`src/rtl/mips_pkg.sv`:
```
// Shared encodings for the multicycle MIPS controller.
// Holds the opcode and funct constants, the 3-bit ALU control words, the
// 2-bit aluop codes passed to the ALU decoder, and the 4-bit FSM state
// encodings.
package mips_pkg;

  // Opcodes taken from instr[31:26]
  localparam logic [5:0] OP_RTYPE = 6'b000000;
  localparam logic [5:0] OP_LW    = 6'b100011;
  localparam logic [5:0] OP_SW    = 6'b101011;
  localparam logic [5:0] OP_BEQ   = 6'b000100;
  localparam logic [5:0] OP_ADDI  = 6'b001000;
  localparam logic [5:0] OP_J     = 6'b000010;

  // R-type funct field values taken from instr[5:0]
  localparam logic [5:0] FUNCT_ADD = 6'b100000;
  localparam logic [5:0] FUNCT_SUB = 6'b100010;
  localparam logic [5:0] FUNCT_AND = 6'b100100;
  localparam logic [5:0] FUNCT_OR  = 6'b100101;
  localparam logic [5:0] FUNCT_SLT = 6'b101010;

  // ALU control words
  localparam logic [2:0] ALU_ADD = 3'b010;
  localparam logic [2:0] ALU_SUB = 3'b110;
  localparam logic [2:0] ALU_AND = 3'b000;
  localparam logic [2:0] ALU_OR  = 3'b001;
  localparam logic [2:0] ALU_SLT = 3'b111;

  // aluop codes from the FSM to the ALU decoder
  localparam logic [1:0] ALUOP_ADD   = 2'b00;
  localparam logic [1:0] ALUOP_SUB   = 2'b01;
  localparam logic [1:0] ALUOP_FUNCT = 2'b10;

  // FSM state encodings; 12..15 are unused and recover to FETCH
  localparam logic [3:0] S_FETCH   = 4'd0;
  localparam logic [3:0] S_DECODE  = 4'd1;
  localparam logic [3:0] S_MEMADR  = 4'd2;
  localparam logic [3:0] S_MEMRD   = 4'd3;
  localparam logic [3:0] S_MEMWB   = 4'd4;
  localparam logic [3:0] S_MEMWR   = 4'd5;
  localparam logic [3:0] S_RTYPEEX = 4'd6;
  localparam logic [3:0] S_RTYPEWB = 4'd7;
  localparam logic [3:0] S_BEQEX   = 4'd8;
  localparam logic [3:0] S_ADDIEX  = 4'd9;
  localparam logic [3:0] S_ADDIWB  = 4'd10;
  localparam logic [3:0] S_JEX     = 4'd11;

endpackage

```
`src/rtl/mips_alu_decoder.sv`:
```
// Combinational ALU decoder.
// Ports:
//   aluop         in  2  operation class requested by the FSM
//   funct         in  6  instr[5:0], used only when aluop selects funct
//   alucontrol    out 3  ALU control word
//   funct_illegal out 1  funct not supported while aluop selects funct
module mips_alu_decoder
  import mips_pkg::*;
(
  input  logic [1:0] aluop,
  input  logic [5:0] funct,
  output logic [2:0] alucontrol,
  output logic       funct_illegal
);

  always_comb begin
    alucontrol    = ALU_ADD;
    funct_illegal = 1'b0;
    case (aluop)
      ALUOP_ADD: alucontrol = ALU_ADD;
      ALUOP_SUB: alucontrol = ALU_SUB;
      ALUOP_FUNCT: begin
        case (funct)
          FUNCT_ADD: alucontrol = ALU_ADD;
          FUNCT_SUB: alucontrol = ALU_SUB;
          FUNCT_AND: alucontrol = ALU_AND;
          FUNCT_OR:  alucontrol = ALU_OR;
          FUNCT_SLT: alucontrol = ALU_SLT;
          default: begin
            // Unsupported funct: harmless add, flagged so the write is dropped
            alucontrol    = ALU_ADD;
            funct_illegal = 1'b1;
          end
        endcase
      end
      default: alucontrol = ALU_ADD;
    endcase
  end

endmodule

```
`src/rtl/mips_multicycle_controller.sv`:
```
// Control FSM for the multicycle MIPS datapath.
// Sequences each instruction over 3-5 cycles (longer when mem_ready stalls
// FETCH, MEMRD or MEMWR) and drives datapath mux selects, write enables and
// the ALU control word.
// Ports:
//   clk, rst_n          clock, asynchronous active-low reset
//   op, funct           instruction fields from the instruction register
//   zero                ALU zero flag, used for beq
//   mem_ready           memory completes the current access this cycle
//   iord, memwrite, irwrite, regdst, memtoreg, regwrite, alusrca,
//   alusrcb, pcsrc      datapath controls (Moore, from state)
//   pcen                PC load enable = pcwrite | (branch & zero)
//   alucontrol          3-bit ALU control word
//   illegal             1-cycle pulse on unsupported opcode or funct
module mips_multicycle_controller
  import mips_pkg::*;
(
  input  logic       clk,
  input  logic       rst_n,
  input  logic [5:0] op,
  input  logic [5:0] funct,
  input  logic       zero,
  input  logic       mem_ready,
  output logic       iord,
  output logic       memwrite,
  output logic       irwrite,
  output logic       regdst,
  output logic       memtoreg,
  output logic       regwrite,
  output logic       alusrca,
  output logic [1:0] alusrcb,
  output logic [1:0] pcsrc,
  output logic       pcen,
  output logic [2:0] alucontrol,
  output logic       illegal
);

  logic [3:0] state;
  logic [3:0] state_next;
  logic [1:0] aluop;
  logic       funct_illegal;
  logic       funct_bad;
  logic       op_illegal;
  logic       pcwrite;
  logic       branch;
  logic       irwrite_raw;
  logic       memwrite_raw;
  logic       regwrite_raw;
  logic       illegal_raw;

  mips_alu_decoder u_alu_decoder (
    .aluop         (aluop),
    .funct         (funct),
    .alucontrol    (alucontrol),
    .funct_illegal (funct_illegal)
  );

  // State register; funct_bad remembers an unsupported funct seen in
  // RTYPEEX so the following RTYPEWB suppresses its register write.
  always_ff @(posedge clk or negedge rst_n) begin
    if (!rst_n) begin
      state     <= S_FETCH;
      funct_bad <= 1'b0;
    end else begin
      state <= state_next;
      if (state == S_RTYPEEX) begin
        funct_bad <= funct_illegal;
      end
    end
  end

  always_comb begin
    case (op)
      OP_RTYPE, OP_LW, OP_SW, OP_BEQ, OP_ADDI, OP_J: op_illegal = 1'b0;
      default:                                       op_illegal = 1'b1;
    endcase
  end

  // Next-state logic
  always_comb begin
    state_next = S_FETCH;
    case (state)
      S_FETCH:   state_next = mem_ready ? S_DECODE : S_FETCH;
      S_DECODE: begin
        case (op)
          OP_LW, OP_SW: state_next = S_MEMADR;
          OP_RTYPE:     state_next = S_RTYPEEX;
          OP_BEQ:       state_next = S_BEQEX;
          OP_ADDI:      state_next = S_ADDIEX;
          OP_J:         state_next = S_JEX;
          default:      state_next = S_FETCH;
        endcase
      end
      S_MEMADR:  state_next = (op == OP_SW) ? S_MEMWR : S_MEMRD;
      S_MEMRD:   state_next = mem_ready ? S_MEMWB : S_MEMRD;
      S_MEMWB:   state_next = S_FETCH;
      S_MEMWR:   state_next = mem_ready ? S_FETCH : S_MEMWR;
      S_RTYPEEX: state_next = S_RTYPEWB;
      S_RTYPEWB: state_next = S_FETCH;
      S_BEQEX:   state_next = S_FETCH;
      S_ADDIEX:  state_next = S_ADDIWB;
      S_ADDIWB:  state_next = S_FETCH;
      S_JEX:     state_next = S_FETCH;
      default:   state_next = S_FETCH;
    endcase
  end

  // Output decode
  always_comb begin
    iord         = 1'b0;
    memwrite_raw = 1'b0;
    irwrite_raw  = 1'b0;
    regdst       = 1'b0;
    memtoreg     = 1'b0;
    regwrite_raw = 1'b0;
    alusrca      = 1'b0;
    alusrcb      = 2'b00;
    pcsrc        = 2'b00;
    pcwrite      = 1'b0;
    branch       = 1'b0;
    aluop        = ALUOP_ADD;
    illegal_raw  = 1'b0;
    case (state)
      S_FETCH: begin
        alusrcb     = 2'b01;
        irwrite_raw = mem_ready;
        pcwrite     = mem_ready;
      end
      S_DECODE: begin
        alusrcb     = 2'b11;
        illegal_raw = op_illegal;
      end
      S_MEMADR: begin
        alusrca = 1'b1;
        alusrcb = 2'b10;
      end
      S_MEMRD: iord = 1'b1;
      S_MEMWB: begin
        memtoreg     = 1'b1;
        regwrite_raw = 1'b1;
      end
      S_MEMWR: begin
        iord         = 1'b1;
        memwrite_raw = 1'b1;
      end
      S_RTYPEEX: begin
        alusrca     = 1'b1;
        aluop       = ALUOP_FUNCT;
        illegal_raw = funct_illegal;
      end
      S_RTYPEWB: begin
        regdst       = 1'b1;
        regwrite_raw = !funct_bad;
      end
      S_BEQEX: begin
        alusrca = 1'b1;
        aluop   = ALUOP_SUB;
        pcsrc   = 2'b01;
        branch  = 1'b1;
      end
      S_ADDIEX: begin
        alusrca = 1'b1;
        alusrcb = 2'b10;
      end
      S_ADDIWB: regwrite_raw = 1'b1;
      S_JEX: begin
        pcsrc   = 2'b10;
        pcwrite = 1'b1;
      end
      default: ;
    endcase
  end

  // Write enables and illegal are gated by rst_n so they drop the instant
  // reset asserts, independent of the clock.
  assign irwrite  = irwrite_raw & rst_n;
  assign memwrite = memwrite_raw & rst_n;
  assign regwrite = regwrite_raw & rst_n;
  assign illegal  = illegal_raw & rst_n;
  assign pcen     = (pcwrite | (branch & zero)) & rst_n;

endmodule

```
`config.mk`:
```
export PLATFORM = sky130hd
export DESIGN_NAME = mips_multicycle_controller
export DESIGN_NICKNAME = d
export VERILOG_FILES = /design/src/rtl/mips_pkg.sv /design/src/rtl/mips_alu_decoder.sv /design/src/rtl/mips_multicycle_controller.sv
export SDC_FILE = /design/constraint.sdc
export NUM_CORES = 1
export LEC_CHECK = 0
export CORE_MARGIN = 8
export CORE_UTILIZATION = 42
export CTS_CLUSTER_DIAMETER = 120
export DETAILED_ROUTE_END_ITERATION = 8
export PLACE_DENSITY = 0.82
export SYNTH_ARGS = -nofsm -noshare
export SYNTH_HDL_FRONTEND = slang
export SYNTH_HIERARCHICAL = 1
export SYNTH_SLANG_ARGS = --single-unit
export TNS_END_PERCENT = 100
```
`constraint.sdc`:
```
create_clock -name clk -period 2.6 [get_ports clk]
set_input_delay 0.52 -clock clk [delete_from_list [all_inputs] [get_ports clk]]
set_output_delay 0.52 -clock clk [all_outputs]
set_load 0.005 [all_outputs]
```
==> reports/metrics.cfg, run 1 <==
[outcome]
status=complete, no violations

[synthesis]
async_flop_share_pct=100
yosys_warnings=6
ys.flop_type=dfrtp_1
synthTopCellsByCount=nor2_1 (12), nor3_1 (12), inv_1 (6)
synth_edf_count=0
synthTopCellsByArea=dfrtp_1 (16%), nor3_1 (7.7%), nor2_1 (5.8%)
synth_nets=120
yosysTopAreaCellShare_pct=16.0
synth.distinct_cells=43
synth_area_um2=781
yosysTopAreaCell=dfrtp_1
yosysSeqAreaShare_pct=16.0
syn_inst=102
synth_seq_cells=5
synth_area_per_cell_um2=7.65

[clocking]
cts_hold_buf=0
cts.sinks=5
clkSlewWorstSetupHoldPaths_ns=0.04
cts_made_buffers=3
cts_buffer_depth=2
worstSkewPairLatency_ns=0.25
cts_tree=built
cts-root-buf=clkbuf_4
h-tree-depth=1

[sta]
setup_violations=0
worstMarginPinSlew_ns=0.272
period_needed_ns=2.53
rsz0062_at_grt=yes
fin_crit_sh_pct=97.1
final-max-slew-violation-count=0
finClkSkew_ns=0.00124
fmax_mhz=396
fin_tns_setup_ns=0
final_hold_viol_count=0
relSlewSlack_pct=81.8

[route]
vias=950
wl_per_cell_um=15.3
wl_um=2650
dr.first_iter.drc_count=17
antenna_left=0
firstDrtPassIters=5
drc=0
viasPerCell=5.49

[die]
io_pins=32
rows=15
design.die.area_um2=3490
core_area_um2=1750
fp.dieH_um=59.1
die_w_um=59.1
start_util_pct=44.7

[cells_and_area]
n_antenna_cell=0
drive_gt1_share_pct=23.6
syn_to_final_growth_pct=63.0
final_cell_count_no_fill=173
final_nets=167

[grt]
gr-total-overflow=0
track_usage_pct=15.6
groute.layer.met3.usage_pct=5.64
grt_pass1_vias=942
grt_use_met2_pct=27.7
grtUsageMet1_pct=16.9
grt_max_degree=17
busiest_layer=met2
grt_antenna_before_repair=0
grt_pass1_wl_um=4350

[setup_path]
critPathLaunchType=flip-flop
path_class=flip-flop to output pin
cp-end-kind=output pin
critPathMaxFanout=4
required_ns=2.08
arrival_ns=2.01

[placed_design]
dp_cells=167
numPortBuffers=31
dp_hpwl_um=2040
gp_congestion=0.818

[job]
maxCapViolations=0

[power]
pwr_density_cell_nw_per_um2=359
leakage_nw=0.554
peakVddDrop_v=0.000229

[worst_hold_path]
hold_class=flip-flop to flip-flop

where the power goes:
| part | internal (W) | leakage [nW] | total (W) | switching, W |
|---|---|---|---|---|
| clock network | 0.0000583 | 0.0150 | 0.0000943 | 0.0000360 |
| registers | 0.0000862 | 0.0680 | 0.0000978 | 0.0000116 |
| logic | 0.000137 | 0.471 | 0.000265 | 0.000127 |
| total | 0.000282 | 0.554 | 0.000457 | 0.000175 |
cell families after synthesis:
kind of cell,Yosys count,synth area share [%]
simple gates,50,40.4
compound gates,25,22.8
buf+inv,13,8.81
flops,5,16.0
mux,4,5.45
xor+xnor,3,3.37
fa+ha+maj,2,3.20
what timing repair did:
action | 4_1_cts | 5_1_grt
resized for setup | 5 | 8
endpoints found under the setup margin | 4 | 6
setup buffers | 1 | 1
pin swaps | 1 | 3
cell type report:
class | instances | area [um2]
multi-input cells | 84 | 616
fillers | 138 | 473
repair buffers | 48 | 448
flip-flops and latches | 5 | 125
well taps | 25 | 31.3
clock buffers | 4 | 26.3
inverters | 7 | 26.3
cells in the final DEF (no fill, tap or decap), types with 3 or more instances in the layout:
master	count
clkdlybuf4s50_1	26
buf_4	15
nor2_1	12
nor3_1	10
a21oi_1	5
inv_1	5
dfrtp_1	5
nor2b_1	4
o21ai_1	4
nand2b_1	3
o21ai_0	3
nor3_2	3
clkbuf_4	3
critical path, cell delays in order, from the launching register on:
cell and delay, ns:
dfrtp_1 0.39, or2b_1 0.29, nor3_4 0.19, inv_2 0.07, ha_4 0.27, nor2b_1 0.04
a32o_1 0.24, dlygate4sd2_1 0.26
per-stage QoR:
step / power, W / utilization [%] / hold WS (ns) / instance area, um2 / setup slack [ns]
6_report: 0.000457 / 72.9 / 0.556 / 1270 / 0.0745
5_1_grt: 0.000492 / 72.9 / 0.565 / 1270 / -0.0344
4_1_cts: 0.000448 / 71.0 / 0.556 / 1240 / 0.0233
3_5_place_dp: 0.000350 / 68.3 / 0.541 / 1190 / -0.00883
3_3_place_gp: 0.000344 / 68.3 / 0.528 / 1190 / 0.0259
2_1_floorplan: 0.000234 / - / 0.224 / 781 / 0.439
state kept, by name, summed over array words and instances, names as in the netlist:
name and count:
funct_bad 1, state 4
routing by layer:
layer,routed length (um),part of all wire (%)
met5,0,0
met4,15,0.57
met3,151,5.7
met2,1370,52
met1,1100,42
worst paths after layout:
check / cells past startpoint / from / slack, ns / end
setup / recovery: 7 / state[2] / 0.07 / alucontrol[2]
hold / removal: 1 / funct_bad / 0.56 / funct_bad
setup reg to reg: 7 / state[2] / 0.96 / funct_bad
hold reg to reg: 1 / funct_bad / 0.56 / funct_bad
max in group asynchronous: 2 / rst_n / 1.91 / state[1]
min in group asynchronous: 2 / rst_n / 0.58 / state[2]
Note: power is estimated with default switching activity, not from simulation.
==> run 2, diff against run 1 <==
Settings changed: CAP_MARGIN set to 20.
==> results of run 2 <==
Same layout as run 1: the final DEF is identical, and so are final timing and power.
